`config.mk`:
```
export PLATFORM = sky130hd
export DESIGN_NAME = ftoi_wb_queue_flat
export DESIGN_NICKNAME = d
export VERILOG_FILES = /design/src/rtl/ftoi_wb_queue_if.sv /design/src/rtl/ftoi_wb_queue.sv /design/src/flat_wrapper.sv
export SDC_FILE = /design/constraint.sdc
export NUM_CORES = 1
export LEC_CHECK = 0
export ABC_CLOCK_PERIOD_IN_PS = 2860
export CORE_MARGIN = 4
export CORE_UTILIZATION = 25
export CTS_BUF_LIST = sky130_fd_sc_hd__clkbuf_8
export DETAILED_ROUTE_END_ITERATION = 8
export DONT_BUFFER_PORTS = 1
export PLACE_DENSITY = 0.42
export SLEW_MARGIN = 20
export SYNTH_ARGS = -nofsm -noshare
export SYNTH_HDL_FRONTEND = slang
export SYNTH_SLANG_ARGS = --single-unit
```
`constraint.sdc`:
```
create_clock -name clk -period 2.86 [get_ports clk]
set_input_delay 0.429 -clock clk [delete_from_list [all_inputs] [get_ports clk]]
set_output_delay 0.429 -clock clk [all_outputs]
set_load 0.005 [all_outputs]
```
`src/rtl/ftoi_wb_queue_if.sv`:
```
// ftoi writeback queue bus: issue credit, converter result, writeback.
// master = issuer/converter/writeback side, slave = the queue.
interface ftoi_wb_queue_if #(
  parameter int TAG_W = 5
);
  logic             issue_valid;
  logic [TAG_W-1:0] issue_tag;
  logic             issue_ready;
  logic             cvt_valid;
  logic [31:0]      cvt_y;
  logic             wb_valid;
  logic [31:0]      wb_data;
  logic [TAG_W-1:0] wb_tag;
  logic             wb_ready;

  modport master (
    output issue_valid, issue_tag,
    output cvt_valid, cvt_y, wb_ready,
    input  issue_ready,
    input  wb_valid, wb_data, wb_tag
  );

  modport slave (
    input  issue_valid, issue_tag,
    input  cvt_valid, cvt_y, wb_ready,
    output issue_ready,
    output wb_valid, wb_data, wb_tag
  );
endinterface

```
`src/rtl/ftoi_wb_queue.sv`:
```
// ftoi writeback queue: tag pipe over converter latency, credit-gated FIFO.
// Ports: clk, rstn, bus (issue/cvt/wb), count, err. Option: FTOI_WB_DROP_X0_EN.
module ftoi_wb_queue #(
  parameter int DEPTH = 4,
  parameter int TAG_W = 5,
  parameter int LAT   = 1
) (
  input  logic                       clk,
  input  logic                       rstn,
  ftoi_wb_queue_if.slave             bus,
  output logic [$clog2(DEPTH+1)-1:0] count,
  output logic                       err
);
  localparam int PW = $clog2(DEPTH);
  localparam int CW = $clog2(DEPTH+1);

  logic [LAT-1:0]   tok_q;
  logic [TAG_W-1:0] tag_q [LAT];
  logic [31:0]      dat_mem [DEPTH];
  logic [TAG_W-1:0] tag_mem [DEPTH];
  logic [PW-1:0]    head_q;
  logic [PW-1:0]    tail_q;
  logic [CW-1:0]    count_q;
  logic             err_q;

  logic [31:0]      inflight;
  logic             accept;
  logic             tok_out;
  logic [TAG_W-1:0] tag_out;
  logic             match;
  logic             mismatch;
  logic             drop_x0;
  logic             want;
  logic             full;
  logic             pop;
  logic             ovf;
  logic             push;

  always_comb begin
    inflight = '0;
    for (int i = 0; i < LAT; i++)
      inflight = inflight + {31'd0, tok_q[i]};
  end

  assign bus.issue_ready =
    ({{(32-CW){1'b0}}, count_q} + inflight) < DEPTH;

  assign accept  = bus.issue_valid && bus.issue_ready;
  assign tok_out = tok_q[LAT-1];
  assign tag_out = tag_q[LAT-1];

  // Token and converter valid must coincide; either one alone is
  // a protocol error and the token is simply retired.
  assign match    = tok_out && bus.cvt_valid;
  assign mismatch = tok_out ^ bus.cvt_valid;

`ifdef FTOI_WB_DROP_X0_EN
  assign drop_x0 = match && (tag_out == '0);
`else
  assign drop_x0 = 1'b0;
`endif

  assign full = count_q == CW'(DEPTH);
  assign pop  = bus.wb_valid && bus.wb_ready;
  assign want = match && !drop_x0;
  // Pop in the same cycle frees the slot for a push into a full FIFO.
  assign ovf  = want && full && !pop;
  assign push = want && !ovf;

  assign bus.wb_valid = count_q != '0;
  assign bus.wb_data  = bus.wb_valid ? dat_mem[head_q] : '0;
  assign bus.wb_tag   = bus.wb_valid ? tag_mem[head_q] : '0;
  assign count        = count_q;
  assign err          = err_q;

  always_ff @(posedge clk or negedge rstn) begin
    if (!rstn) begin
      tok_q <= '0;
      for (int i = 0; i < LAT; i++)
        tag_q[i] <= '0;
    end else begin
      tok_q[0] <= accept;
      tag_q[0] <= bus.issue_tag;
      for (int i = 1; i < LAT; i++) begin
        tok_q[i] <= tok_q[i-1];
        tag_q[i] <= tag_q[i-1];
      end
    end
  end

  always_ff @(posedge clk or negedge rstn) begin
    if (!rstn) begin
      head_q  <= '0;
      tail_q  <= '0;
      count_q <= '0;
      err_q   <= 1'b0;
    end else begin
      if (push) tail_q <= tail_q + PW'(1);
      if (pop)  head_q <= head_q + PW'(1);
      if (push && !pop)
        count_q <= count_q + CW'(1);
      else if (pop && !push)
        count_q <= count_q - CW'(1);
      if (mismatch || ovf) err_q <= 1'b1;
    end
  end

  // Storage needs no reset: outputs are gated by wb_valid.
  always_ff @(posedge clk) begin
    if (push) begin
      dat_mem[tail_q] <= bus.cvt_y;
      tag_mem[tail_q] <= tag_out;
    end
  end
endmodule
```
`src/flat_wrapper.sv`:
```
// flat-port wrapper written by rule: the top's interface ports become plain ports
module ftoi_wb_queue_flat 
#(
  parameter int DEPTH = 4,
  parameter int TAG_W = 5,
  parameter int LAT   = 1
)
  (clk, rstn, count, err, bus_issue_valid, bus_issue_tag, bus_cvt_valid, bus_cvt_y, bus_wb_ready, bus_issue_ready, bus_wb_valid, bus_wb_data, bus_wb_tag);
  ftoi_wb_queue_if #(.TAG_W(TAG_W)) bus_i ();
  input  logic clk;
  input  logic rstn;
  output logic [$clog2(DEPTH+1)-1:0] count;
  output logic err;
  input wire logic [$bits(bus_i.issue_valid)-1:0] bus_issue_valid;
  input wire logic [$bits(bus_i.issue_tag)-1:0] bus_issue_tag;
  input wire logic [$bits(bus_i.cvt_valid)-1:0] bus_cvt_valid;
  input wire logic [$bits(bus_i.cvt_y)-1:0] bus_cvt_y;
  input wire logic [$bits(bus_i.wb_ready)-1:0] bus_wb_ready;
  output wire logic [$bits(bus_i.issue_ready)-1:0] bus_issue_ready;
  output wire logic [$bits(bus_i.wb_valid)-1:0] bus_wb_valid;
  output wire logic [$bits(bus_i.wb_data)-1:0] bus_wb_data;
  output wire logic [$bits(bus_i.wb_tag)-1:0] bus_wb_tag;
  assign bus_i.issue_valid = bus_issue_valid;
  assign bus_i.issue_tag = bus_issue_tag;
  assign bus_i.cvt_valid = bus_cvt_valid;
  assign bus_i.cvt_y = bus_cvt_y;
  assign bus_i.wb_ready = bus_wb_ready;
  assign bus_issue_ready = bus_i.issue_ready;
  assign bus_wb_valid = bus_i.wb_valid;
  assign bus_wb_data = bus_i.wb_data;
  assign bus_wb_tag = bus_i.wb_tag;
  ftoi_wb_queue #(.DEPTH(DEPTH), .TAG_W(TAG_W), .LAT(LAT)) u_core (.clk(clk), .rstn(rstn), .bus(bus_i), .count(count), .err(err));
endmodule
```
==> impl_metrics.ini <==
[setup_path]
rrSetupSlack_ps = 590
r2r_end = u_core.count[1]
crit_type = reg2out
reg2regPathDepth = 6
r2r_start = u_core.count[0]
critPathRequiredTime_ps = 2430
cp-start-kind = register
endpoint_kind = primary output
crit_fanout = 13
crit_arrival_ps = 1990

[layout]
nets = 353
instances_no_fill = 640
num-fill-cells = 2352
area_growth_pct = 15.00
drive_above_1_share_pct = 27.53
antenna_cells = 0

[floorplanning]
initial_core_util_pct = 25.48
die_y_um = 165.4
rows = 57
ios = 85
die_x_um = 165.4
die-area_um2 = 27370
coreArea_um2 = 24320

[logic_synthesis]
syn_nets = 329
yosysWarnings = 0
synth_seq_cells = 162
ys_seq_area_share_pct = 77.37
syn_area_um2 = 6197
syn_area_per_cell_um2 = 22.13
syn_inst = 280
synthTopCellsByArea = edfxtp_1 (72%), mux4_2 (13%), dfrtp_1 (5.7%)
synth.top_cell.area_share_pct = 71.71
synth_cell_types = 23
yosysTopAreaCell = edfxtp_1

[pwr]
power_density_nw_per_um2 = 871.9
peakVddDrop_uv = 364.5
p_leak_nw = 2.232

[worst_hold_path]
worstHoldPathCells = 0
worstHoldEndpoint = u_core.dat_mem[3][4]
worstHoldStart = bus_cvt_y[4]
hold_class = in2reg

[placement]
numPortBuffers = 0
place_congestion = 0.6949
dpl.hpwl_mm = 7.868
dpl.cell_count = 603

[timing]
period_share_pct = 84.64
fin_crit_ps = 2421
report.final.slew_viol_count = 0
rsz0062_at_grt = no
setup_violations = 0
clock_skew_ps = 14.12
worst_pin_slew_ps = 689.5
slew-limit-headroom_pct = 53.88
setup_tns_ps = 0
max_freq_mhz = 413.1
finalHoldViolations = 0

[detailed_routing]
vias = 2629
via_per_inst = 4.108
drc = 0
ant_nets = 0
wirelength_mm = 12.40
wire_per_inst_um = 19.38
drt_iter0_markers = 121
first_pass_iters = 4

[clock_network]
htreeDepth = 4
max-clock-path-buffers = 2
cts-root-buf = clkbuf_8
cts_setup_buffers = 0
cts_made_buffers = 17
clkTransAtPathRegs_ps = 90
cts_tree = built
clock-sinks = 162
worstSkewPairLatency_ps = 440

[global_routing]
met3_usage_pct = 4.393
grt_pass1_vias = 2971
grt_max_degree = 40
grt.total_usage_pct = 9.462
grt_pass1_wl_mm = 18.61
antenna_found_initial = 0
grt_remaining_overflow = 0
met1_usage_pct = 11.56
grt_busiest_layer = met2
met2_usage_pct = 15.00

[run]
cap_violations = 0

[status]
status = finished, final reports clean
routing by layer:
layer	part of all wire, %	routed length [µm]
met1	42	5229
met2	49	6089
met3	7.8	972
met4	0.90	111
met5	0	0
synth_stat cells (all sizes together):
cell type and number:
fa 1, clkbuf 5, nand2 1, xor2 2
or3 1, inv 3, and2 42, nand3 1
dfrtp 14, a31oi 1, mux4 37, edfxtp 148
nor2 1, nor4b 1, buf 8, ha 6
a211o 1, xnor2 4, mux2 2, nor2b 1
sequential cells by signal (all words and copies together) (netlist names):
signal,flops
u_core.dat_mem,128
u_core.tag_mem,20
u_core.tag_out,5
u_core.tail_q,2
u_core.count,3
u_core.tok_out,1
u_core.head_q,2
u_core.err,1
cells in the final DEF, fill, tap and decap left out:
| master | n |
|---|---|
| clkinv_4 | 2 |
| dlygate4sd3_1 | 6 |
| clkinvlp_4 | 3 |
| dfrtp_4 | 1 |
| or3_2 | 1 |
| bufinv_16 | 1 |
| inv_1 | 3 |
| inv_8 | 1 |
| a211o_1 | 1 |
| nor2_1 | 1 |
| clkbuf_8 | 17 |
| mux2_2 | 1 |
| nor2b_1 | 1 |
| inv_6 | 4 |
| nand2_1 | 1 |
| clkinv_1 | 1 |
| buf_12 | 6 |
| clkinv_2 | 2 |
| fa_1 | 1 |
| dfrtp_1 | 12 |
| buf_4 | 6 |
| edfxtp_1 | 148 |
| mux2_1 | 1 |
| dfrtp_2 | 1 |
| nand3_1 | 1 |
| a31oi_1 | 1 |
| nor4b_1 | 1 |
| mux4_2 | 37 |
| and2_2 | 4 |
| xnor2_1 | 4 |
| and2_1 | 38 |
| ha_1 | 6 |
| xor2_1 | 2 |
timing repair:
| action | CTS | global route |
|---|---|---|
| hold buffers | 6 | 0 |
| resized for setup | 0 | 0 |
| endpoints found under the hold margin | 19 | 0 |
critical path, cell delays in order (launching register included):
cell and delay, ps:
dfrtp_4 470, buf_4 300, mux4_2 570, and2_1 200
report_power, final:
part           total [mW]  internal [mW]  switching [mW]
clock                1.54          0.695           0.848
combinational        1.69          0.857           0.836
sequential           2.98           2.82           0.158
through the flow:
step,power [mW],area [µm²],util (%),hold WS [ps],setup slack (ps)
after floorplan,4.288,6197,-,133.4,689.7
after global placement,4.787,6703,27.56,133.9,662.3
after detailed placement,4.812,6703,27.56,133.9,576.3
after CTS,6.382,7127,29.30,29.57,348.7
after global routing,6.622,7127,29.30,20.73,291.5
final,6.214,7127,29.30,75.46,439.2
layout make-up:
cell class / instances / area, µm² / share of cell area [%]
inverters: 3 / 11.26 / 0.1580
well taps: 324 / 405.4 / 5.688
multi-input cells: 102 / 1321 / 18.54
clock buffers: 17 / 234.0 / 3.283
clock inverters: 14 / 130.1 / 1.826
repair buffers: 18 / 225.2 / 3.160
flip-flops and latches: 162 / 4800 / 67.35
kinds of logic after synthesis:
kind of cell / count (synthesis) / synth area share, %
adder cells (fa/ha/maj): 7 / 1.534
flip-flops: 162 / 77.37
multiplexers: 39 / 13.81
XOR/XNOR: 6 / 0.8480
AND/OR/NAND/NOR: 48 / 4.785
buffers and inverters: 16 / 1.413
AO/OA/AOI/OAI: 2 / 0.2424
worst max-delay path by stage:
stage | startpoint | endpoint | slack (ps)
after floorplan | u_core.count[1] | u_core.count[2] | 690
after global placement | u_core.count[0] | u_core.count[1] | 660
after detailed placement | u_core.count[1] | u_core.count[1] | 580
after CTS | u_core.head_q[0] | bus_wb_data[16] | 350
after global routing | u_core.head_q[0] | bus_wb_data[16] | 290
final | u_core.head_q[0] | bus_wb_data[16] | 440
Note: power is estimated with default switching activity, not from simulation.
